[src/rtl/program_loader.sv]
// ---------------------------------------------------------------------------
// program_loader
//   Streams a program from a byte source into CPU instruction memory while
//   holding the CPU in reset. After the final byte the CPU stays in reset for
//   RESET_HOLD more cycles and is then released. A program longer than
//   MAX_BYTES is rejected and the CPU is kept in reset.
//
// Parameters
//   MAX_BYTES   maximum program length in bytes (1..256)
//   RESET_HOLD  cycles cpu_reset stays high after the final write (1..15)
//
// Ports
//   clk, reset              clock, synchronous active-high reset
//   start                   one-cycle load request (honoured in IDLE/RUN/ERR)
//   src_valid/data/last     byte source; src_ready marks acceptance cycles
//   ins_write / ins_read    instruction-memory write mode and its inverse
//   wr_strobe/addr/data     one-cycle write pulse with address and byte
//   cpu_reset               holds the CPU in reset while high
//   byte_count              bytes written by the current or last load
//   busy / done / error     load status
// ---------------------------------------------------------------------------
module program_loader #(
    parameter int MAX_BYTES  = 256,
    parameter int RESET_HOLD = 2
) (
    input  logic       clk,
    input  logic       reset,
    input  logic       start,
    input  logic       src_valid,
    input  logic [7:0] src_data,
    input  logic       src_last,
    output logic       src_ready,
    output logic       ins_write,
    output logic       ins_read,
    output logic       wr_strobe,
    output logic [7:0] wr_addr,
    output logic [7:0] wr_data,
    output logic       cpu_reset,
    output logic [8:0] byte_count,
    output logic       busy,
    output logic       done,
    output logic       error
);

    localparam logic [8:0] MAX_CNT   = 9'(MAX_BYTES);
    localparam logic [3:0] HOLD_LAST = 4'(RESET_HOLD - 1);

    typedef enum logic [2:0] {
        S_IDLE,
        S_LOAD,
        S_RELEASE,
        S_RUN,
        S_ERR
    } state_t;

    state_t     state, state_nxt;
    logic [3:0] hold_cnt, hold_cnt_nxt;

    // Next values of the registered outputs
    logic       src_ready_nxt, ins_write_nxt, wr_strobe_nxt;
    logic [7:0] wr_addr_nxt, wr_data_nxt;
    logic       cpu_reset_nxt, busy_nxt, done_nxt, error_nxt;
    logic [8:0] byte_count_nxt;

    logic accept;      // byte handshake this cycle
    logic room;        // a further byte still fits
    logic start_load;  // start is honoured in the current state

    // src_ready is a registered copy of (state == S_LOAD), so the state
    // itself can qualify the handshake.
    assign accept     = (state == S_LOAD) && src_valid;
    assign room       = (byte_count < MAX_CNT);
    assign start_load = start && ((state == S_IDLE) || (state == S_RUN) ||
                                  (state == S_ERR));

    // -----------------------------------------------------------------------
    // State and output registers
    // -----------------------------------------------------------------------
    always_ff @(posedge clk) begin
        if (reset) begin
            state      <= S_IDLE;
            hold_cnt   <= '0;
            src_ready  <= 1'b0;
            ins_write  <= 1'b0;
            ins_read   <= 1'b1;
            wr_strobe  <= 1'b0;
            wr_addr    <= '0;
            wr_data    <= '0;
            cpu_reset  <= 1'b1;
            byte_count <= '0;
            busy       <= 1'b0;
            done       <= 1'b0;
            error      <= 1'b0;
        end else begin
            state      <= state_nxt;
            hold_cnt   <= hold_cnt_nxt;
            src_ready  <= src_ready_nxt;
            ins_write  <= ins_write_nxt;
            ins_read   <= ~ins_write_nxt;
            wr_strobe  <= wr_strobe_nxt;
            wr_addr    <= wr_addr_nxt;
            wr_data    <= wr_data_nxt;
            cpu_reset  <= cpu_reset_nxt;
            byte_count <= byte_count_nxt;
            busy       <= busy_nxt;
            done       <= done_nxt;
            error      <= error_nxt;
        end
    end

    // -----------------------------------------------------------------------
    // Next-state logic
    // -----------------------------------------------------------------------
    always_comb begin
        state_nxt    = state;
        hold_cnt_nxt = hold_cnt;
        unique case (state)
            S_IDLE, S_RUN, S_ERR: begin
                if (start_load)
                    state_nxt = S_LOAD;
            end
            S_LOAD: begin
                if (accept) begin
                    if (!room) begin
                        // Overflow wins over src_last: the byte is dropped.
                        state_nxt = S_ERR;
                    end else if (src_last) begin
                        state_nxt    = S_RELEASE;
                        hold_cnt_nxt = '0;
                    end
                end
            end
            S_RELEASE: begin
                if (hold_cnt == HOLD_LAST)
                    state_nxt = S_RUN;
                else
                    hold_cnt_nxt = hold_cnt + 4'd1;
            end
            default: state_nxt = S_IDLE;
        endcase
    end

    // -----------------------------------------------------------------------
    // Output logic: values the output registers take at the next edge.
    // Status levels follow the state being entered so they change on the
    // same edge as the transition.
    // -----------------------------------------------------------------------
    always_comb begin
        wr_strobe_nxt = accept && room;
        wr_addr_nxt   = wr_strobe_nxt ? byte_count[7:0] : wr_addr;
        wr_data_nxt   = wr_strobe_nxt ? src_data        : wr_data;

        byte_count_nxt = byte_count;
        if (start_load)
            byte_count_nxt = '0;
        else if (wr_strobe_nxt)
            byte_count_nxt = byte_count + 9'd1;

        src_ready_nxt = (state_nxt == S_LOAD);
        // The final write pulse still needs write mode even though the
        // state has already moved on to RELEASE.
        ins_write_nxt = (state_nxt == S_LOAD) || wr_strobe_nxt;
        cpu_reset_nxt = (state_nxt != S_RUN);
        busy_nxt      = (state_nxt == S_LOAD) || (state_nxt == S_RELEASE);
        done_nxt      = (state_nxt == S_RUN);
        error_nxt     = (state_nxt == S_ERR);
    end

endmodule

[config.mk]
export PLATFORM = sky130hd
export DESIGN_NAME = program_loader
export DESIGN_NICKNAME = d
export VERILOG_FILES = /design/src/rtl/program_loader.sv
export SDC_FILE = /design/constraint.sdc
export NUM_CORES = 1
export LEC_CHECK = 0
export BUFFER_PORTS_ARGS = -buffer_cell sky130_fd_sc_hd__buf_4
export CORE_MARGIN = 5
export CORE_UTILIZATION = 30
export CTS_BUF_LIST = sky130_fd_sc_hd__clkbuf_4
export CTS_CLUSTER_DIAMETER = 60
export DETAILED_ROUTE_END_ITERATION = 12
export MAX_ROUTING_LAYER = met4
export PLACE_DENSITY_LB_ADDON = 0.1
export SYNTH_ARGS = -nofsm -noshare
export SYNTH_HDL_FRONTEND = slang
export SYNTH_SLANG_ARGS = --single-unit
[constraint.sdc]
create_clock -name clk -period 2.2 [get_ports clk]
set_input_delay 0.44 -clock clk [delete_from_list [all_inputs] [get_ports clk]]
set_output_delay 0.44 -clock clk [all_outputs]
set_load 0.01 [all_outputs]
# Yosys cells after proc, flatten, opt, wreduce, memory -nomap -nowiden
# Index checks and enable logic that the tools add are counted.
[word_totals]
in_bits = 13
output_inout_bits = 33
word_cells = 54
regBits = 40
[classes]
eq_ne = 14
add_sub_neg = 2
reduce_logical = 12
muxes = 11
order_cmp = 1
bitwise_logic = 1
[op_table]
columns = ["operator", "n"]
rows = [
  ["2-to-1 mux 4 bit", 4],
  ["2-to-1 mux 3 bit", 5],
  ["== test 3 x 2 -> 1 bit (second input constant)", 4],
  ["adder 9 x 1 -> 9 bit (second input constant)", 1],
  ["< comparator 9 bit (second input constant)", 1],
  ["case mux 3 bit (3 select lines)", 1],
  ["!= test 2 bit (second input constant)", 4],
  ["case mux 4 bit (2 select lines)", 1],
  ["== test 3 x 1 -> 1 bit (second input constant)", 2],
  ["== test 3 bit (second input constant)", 2],
  ["AND reduction 5 bit", 1],
  ["adder 4 x 1 -> 4 bit (second input constant)", 1],
  ["== test 4 x 1 -> 1 bit (second input constant)", 1],
  ["logical OR 1 bit", 4],
  ["logical AND 1 bit", 3],
  ["zero test 3 bit", 1],
  ["!= test 3 x 2 -> 1 bit (second input constant)", 1],
  ["OR reduction 3 bit", 1],
  ["nonzero test 2 bit", 1],
  ["OR reduction 2 bit", 1],
  ["inverter 1 bit", 1],
]

# Depth between registers and ports, before layout
[logic_depth]
depth_word = 9
depth_mapped = 7
mapped_depth_nobuf = 7

# Worst setup path before layout
# No wires, ideal clock.
[synth_timing]
kind = "flip-flop to flip-flop"
from = "reg byte_count[8]"
to = "reg hold_cnt[0]"
setup_time_ns = 0.070
path_stages_with_launch = 6
path_slack_ns = 0.555
n_path_buf = 0
synth_period_minus_slack_ns = 1.645
t_arrival_ns = 1.576
t_required_ns = 2.130
cell_sequence = "dfxtp_1 -> nor3b_2 -> a31oi_1 -> or3_4 -> or3_1 -> a21oi_1"
[synth_between]
elab_chain_cells = 3
[synth_lines]
columns = ["element", "line_no", "rtl"]
rows = [
  ["start: declaration", "39", "output logic [8:0] byte_count,"],
  ["start signal: assignment", "104", "byte_count <= byte_count_nxt;"],
  ["< comparator 9 bit", "72", "assign room = (byte_count < MAX_CNT);"],
  ["!= test 2 bit (no source line)", "-", ""],
  ["AND reduction 5 bit (no source line)", "-", ""],
  ["end signal: assignment", "96", "hold_cnt <= hold_cnt_nxt;"],
  ["end: declaration", "57", "logic [3:0] hold_cnt, hold_cnt_nxt;"],
]
# Every way passes these cells.
# A chain may end at the register's enable or synchronous reset.

# Final worst setup path
[layout_timing]
from = "reg state[1]"
to = "reg hold_cnt[3]"
[layout_between]
elab_chain_cells = 4
word_cells_on_any_way = 10
classes_between = "6 x eq/ne; 1 x mux; 3 x reduce/logical"
[layout_lines]
columns = ["element", "line_no", "rtl"]
rows = [
  ["start: declaration", "56", "state_t state, state_nxt;"],
  ["start signal: assignment", "95", "state <= state_nxt;"],
  ["== test 3 x 1 -> 1 bit", "71, 117", ""],
  ["logical AND 1 bit", "71", "assign accept = (state == S_LOAD) && src_valid;"],
  ["!= test 2 bit (no source line)", "-", ""],
  ["AND reduction 5 bit (no source line)", "-", ""],
]
# Parallel ways exist; a longest one is shown, timed or not.

==> results.py <==
metrics = {
    "synth": {
        "synth_cells": 186,
        "synth_top_area_share": 0.504,
        "ys_ff_latch": 40,
        "synth_common_cells": "nand2_1 (43), dfxtp_1 (40), a21oi_1 (22), nor2_1 (14), nand3_1 (7)",
        "syn_area_per_cell_sq_um": 8.54,
        "synth_area_leaders": "dfxtp_1 (50%), nand2_1 (10%), a21oi_1 (6.9%)",
        "synth_top_cell_by_area": "dfxtp_1",
        "ys_seq_area_frac": 0.504,
        "synth_most_common_cell": "nand2_1",
        "syn_nets": 202,
        "synth_area_sq_um": 1590,
        "yosysWarnings": 0,
        "ys_types": 35,
        "synth_async_sr_flop_share": 0,
        "ys.flop_type": "dfxtp_1",
        "synth_edf_count": 0,
    },
    "sta": {
        "max_freq_mhz": 555,
        "relSlewSlack": 0.662,
        "fin_crit_ns": 1.80,
        "setup_ws_ns": 0.397,
        "slew_viol_final": 0,
        "post-route-period-util": 0.820,
        "setup_viol": 0,
        "rsz0062_at_grt": "false",
        "worstMarginPinSlew_ns": 0.506,
        "hold_viol": 0,
        "clock_skew_ns": 0.00719,
        "tns_ns": 0,
    },
    "die": {
        "die_w_microns": 82.8,
        "die_h_microns": 82.8,
        "pin_count": 46,
        "start_util": 0.309,
        "core_area_sq_um": 5140,
        "fp.dieArea_sq_um": 6850,
        "rows": 26,
    },
    "global_route": {
        "track_usage": 0.122,
        "grt_pass1_wl_mm": 6.11,
        "grt_max_degree": 24,
        "antenna_found_initial": 0,
        "grt_overflow": 0,
        "grt_pass1_vias": 1300,
    },
    "cells_and_area": {
        "fin_nets": 250,
        "fillers": 557,
        "syn_to_final_growth_pct": 29.2,
        "drive_gt1_frac": 0.264,
        "diodes": 0,
    },
    "power_and_ir_drop": {
        "power_density_nw_per_um2": 627,
        "p_leak_nw": 0.865,
        "ir_drop_uv": 282,
        "power.total_w": 0.00129,
    },
    "cts": {
        "post-cts-setup-buffer-count": 0,
        "cts.clk_slew.worst_paths_ns": 0.12,
        "post_cts_resized": 0,
        "cts.htree.levels": 2,
        "numCtsBuffers": 5,
        "cts_tree": "yes",
        "clk_latency_ns": 0.34,
        "root_buffer": "clkbuf_4",
        "cts.sinks": 40,
        "cts-hold-fix-buffers": 0,
        "cts.path.max_buffers": 2,
    },
    "detailed_routing": {
        "drtIter0Drc": 73,
        "vias": 1391,
        "postRouteAntennaNets": 0,
        "wl_per_cell_microns": 12.4,
        "post-route-drc-count": 0,
        "wl_mm": 3.77,
        "first_pass_iters": 4,
        "avgViaCountPerCell": 4.56,
    },
    "placed_design": {
        "dp_hpwl_mm": 2.75,
        "globalplace.congestion": 0.742,
        "place_ws_ns": 0.362,
        "numPortBuffers": 45,
    },
    "setup_path": {
        "ff2ff_path_depth": 5,
        "crit_path_end": "hold_cnt[3]$_SDFFE_PP0P_",
        "r2r-end": "hold_cnt[3]$_SDFFE_PP0P_",
        "critPathKind": "flop to flop",
        "worstSetupStartpoint": "state[1]$_SDFF_PP0_",
        "r2r-start": "state[1]$_SDFF_PP0_",
        "r2r_slack_ns": 0.40,
        "critPathCaptureType": "flop",
        "start_kind": "flop",
        "worstPathArrival_ns": 2.08,
        "cp.required_ns": 2.48,
        "path_max_fanout": 7,
    },
    "hold_path": {
        "hold_path_class": "primary input to flop",
    },
    "outcome": {
        "status": "complete, no violations",
    },
    "run": {
        "maxCapViolCount": 0,
    },
}
==> state kept, by name, indices dropped and copies added (netlist names) <==
| name | count |
|---|---|
| src_ready | 1 |
| wr_addr | 8 |
| ins_read | 1 |
| ins_write | 1 |
| hold_cnt | 4 |
| byte_count | 9 |
| wr_data | 8 |
| cpu_reset | 1 |
| state | 3 |
| done | 1 |
| busy | 1 |
| error | 1 |
| wr_strobe | 1 |
==> report_power, final <==
group	total (W)	switching (W)	internal (W)
sequential	0.000763	0.0000141	0.000749
clock	0.000348	0.000231	0.000117
combinational	0.000176	0.0000956	0.0000801
total	0.00129	0.000340	0.000946
==> metal layers <==
layer	global-route usage	wire length, microns
met4	0.0490	59
met5	-	0
met2	0.173	1680
met3	0.0412	209
met1	0.158	1820
==> critical path, stage by stage, from the launching register on <==
cell      delay [ns]
dfxtp_1         0.38
nand2b_2        0.25
o211a_1         0.24
or3_4           0.36
or3_1           0.35
a21oi_1         0.16
==> cell type report <==
type                            count  area, sq um  share of cell area
Inverter                            5         18.8             0.00915
Sequential cell                    40          801               0.390
Clock inverter                      3         13.8             0.00671
Clock buffer                        5         37.5              0.0183
Multi-Input combinational cell    134          733               0.357
Tap cell                           70         87.6              0.0427
Timing Repair Buffer               48          360               0.176
==> cell families after synthesis <==
family	share of synthesized area
AND/OR/NAND/NOR	0.277
flip-flops	0.504
AO/OA/AOI/OAI	0.123
buffers and inverters	0.0339
XOR/XNOR	0.0386
adder cells (fa/ha/maj)	0.0236
==> layout by cell type (no fill, tap or decap), drive strengths merged <==
cell,instances
and2,2
nor3b,2
o211a,1
inv,5
ha,3
xnor2,4
a21oi,22
nor4,1
dfxtp,40
clkinv,3
buf,48
nand2,43
xor2,3
or3b,1
nand2b,1
a221oi,1
or2,1
o21ai,3
nand3,7
a21o,1
nor3,3
or3,4
a31o,1
a31oi,2
clkbuf,5
nor2b,3
and3,6
nand4,2
nor2,14
a22oi,1
a211oi,2
==> how the worst min path moves through the flow <==
stage                     slack (ns)  depth (start not counted)                      from                       end
final                           0.34                          3               src_data[7]   wr_data[7]$_SDFFE_PP0P_
after floorplan                 0.46                          2  hold_cnt[2]$_SDFFE_PP0P_  hold_cnt[2]$_SDFFE_PP0P_
after global placement          0.45                          2   wr_data[1]$_SDFFE_PP0P_   wr_data[1]$_SDFFE_PP0P_
after CTS                       0.32                          3               src_data[3]   wr_data[3]$_SDFFE_PP0P_
after global routing            0.31                          3               src_data[3]   wr_data[3]$_SDFFE_PP0P_
after detailed placement        0.45                          2   wr_data[2]$_SDFFE_PP0P_   wr_data[2]$_SDFFE_PP0P_
==> stage by stage <==
stage | hold slack [ns] | util | area, sq um | std cells
global placement | 0.445 | 0.389 | 2000 | 297
detailed placement | 0.449 | 0.389 | 2000 | 297
CTS | 0.321 | 0.399 | 2050 | 305
floorplan | 0.455 | - | 1590 | 186
finish | 0.340 | 0.399 | 2050 | 305
global route | 0.307 | 0.399 | 2050 | 305
No activity file was read; power rests on OpenSTA's default activity.
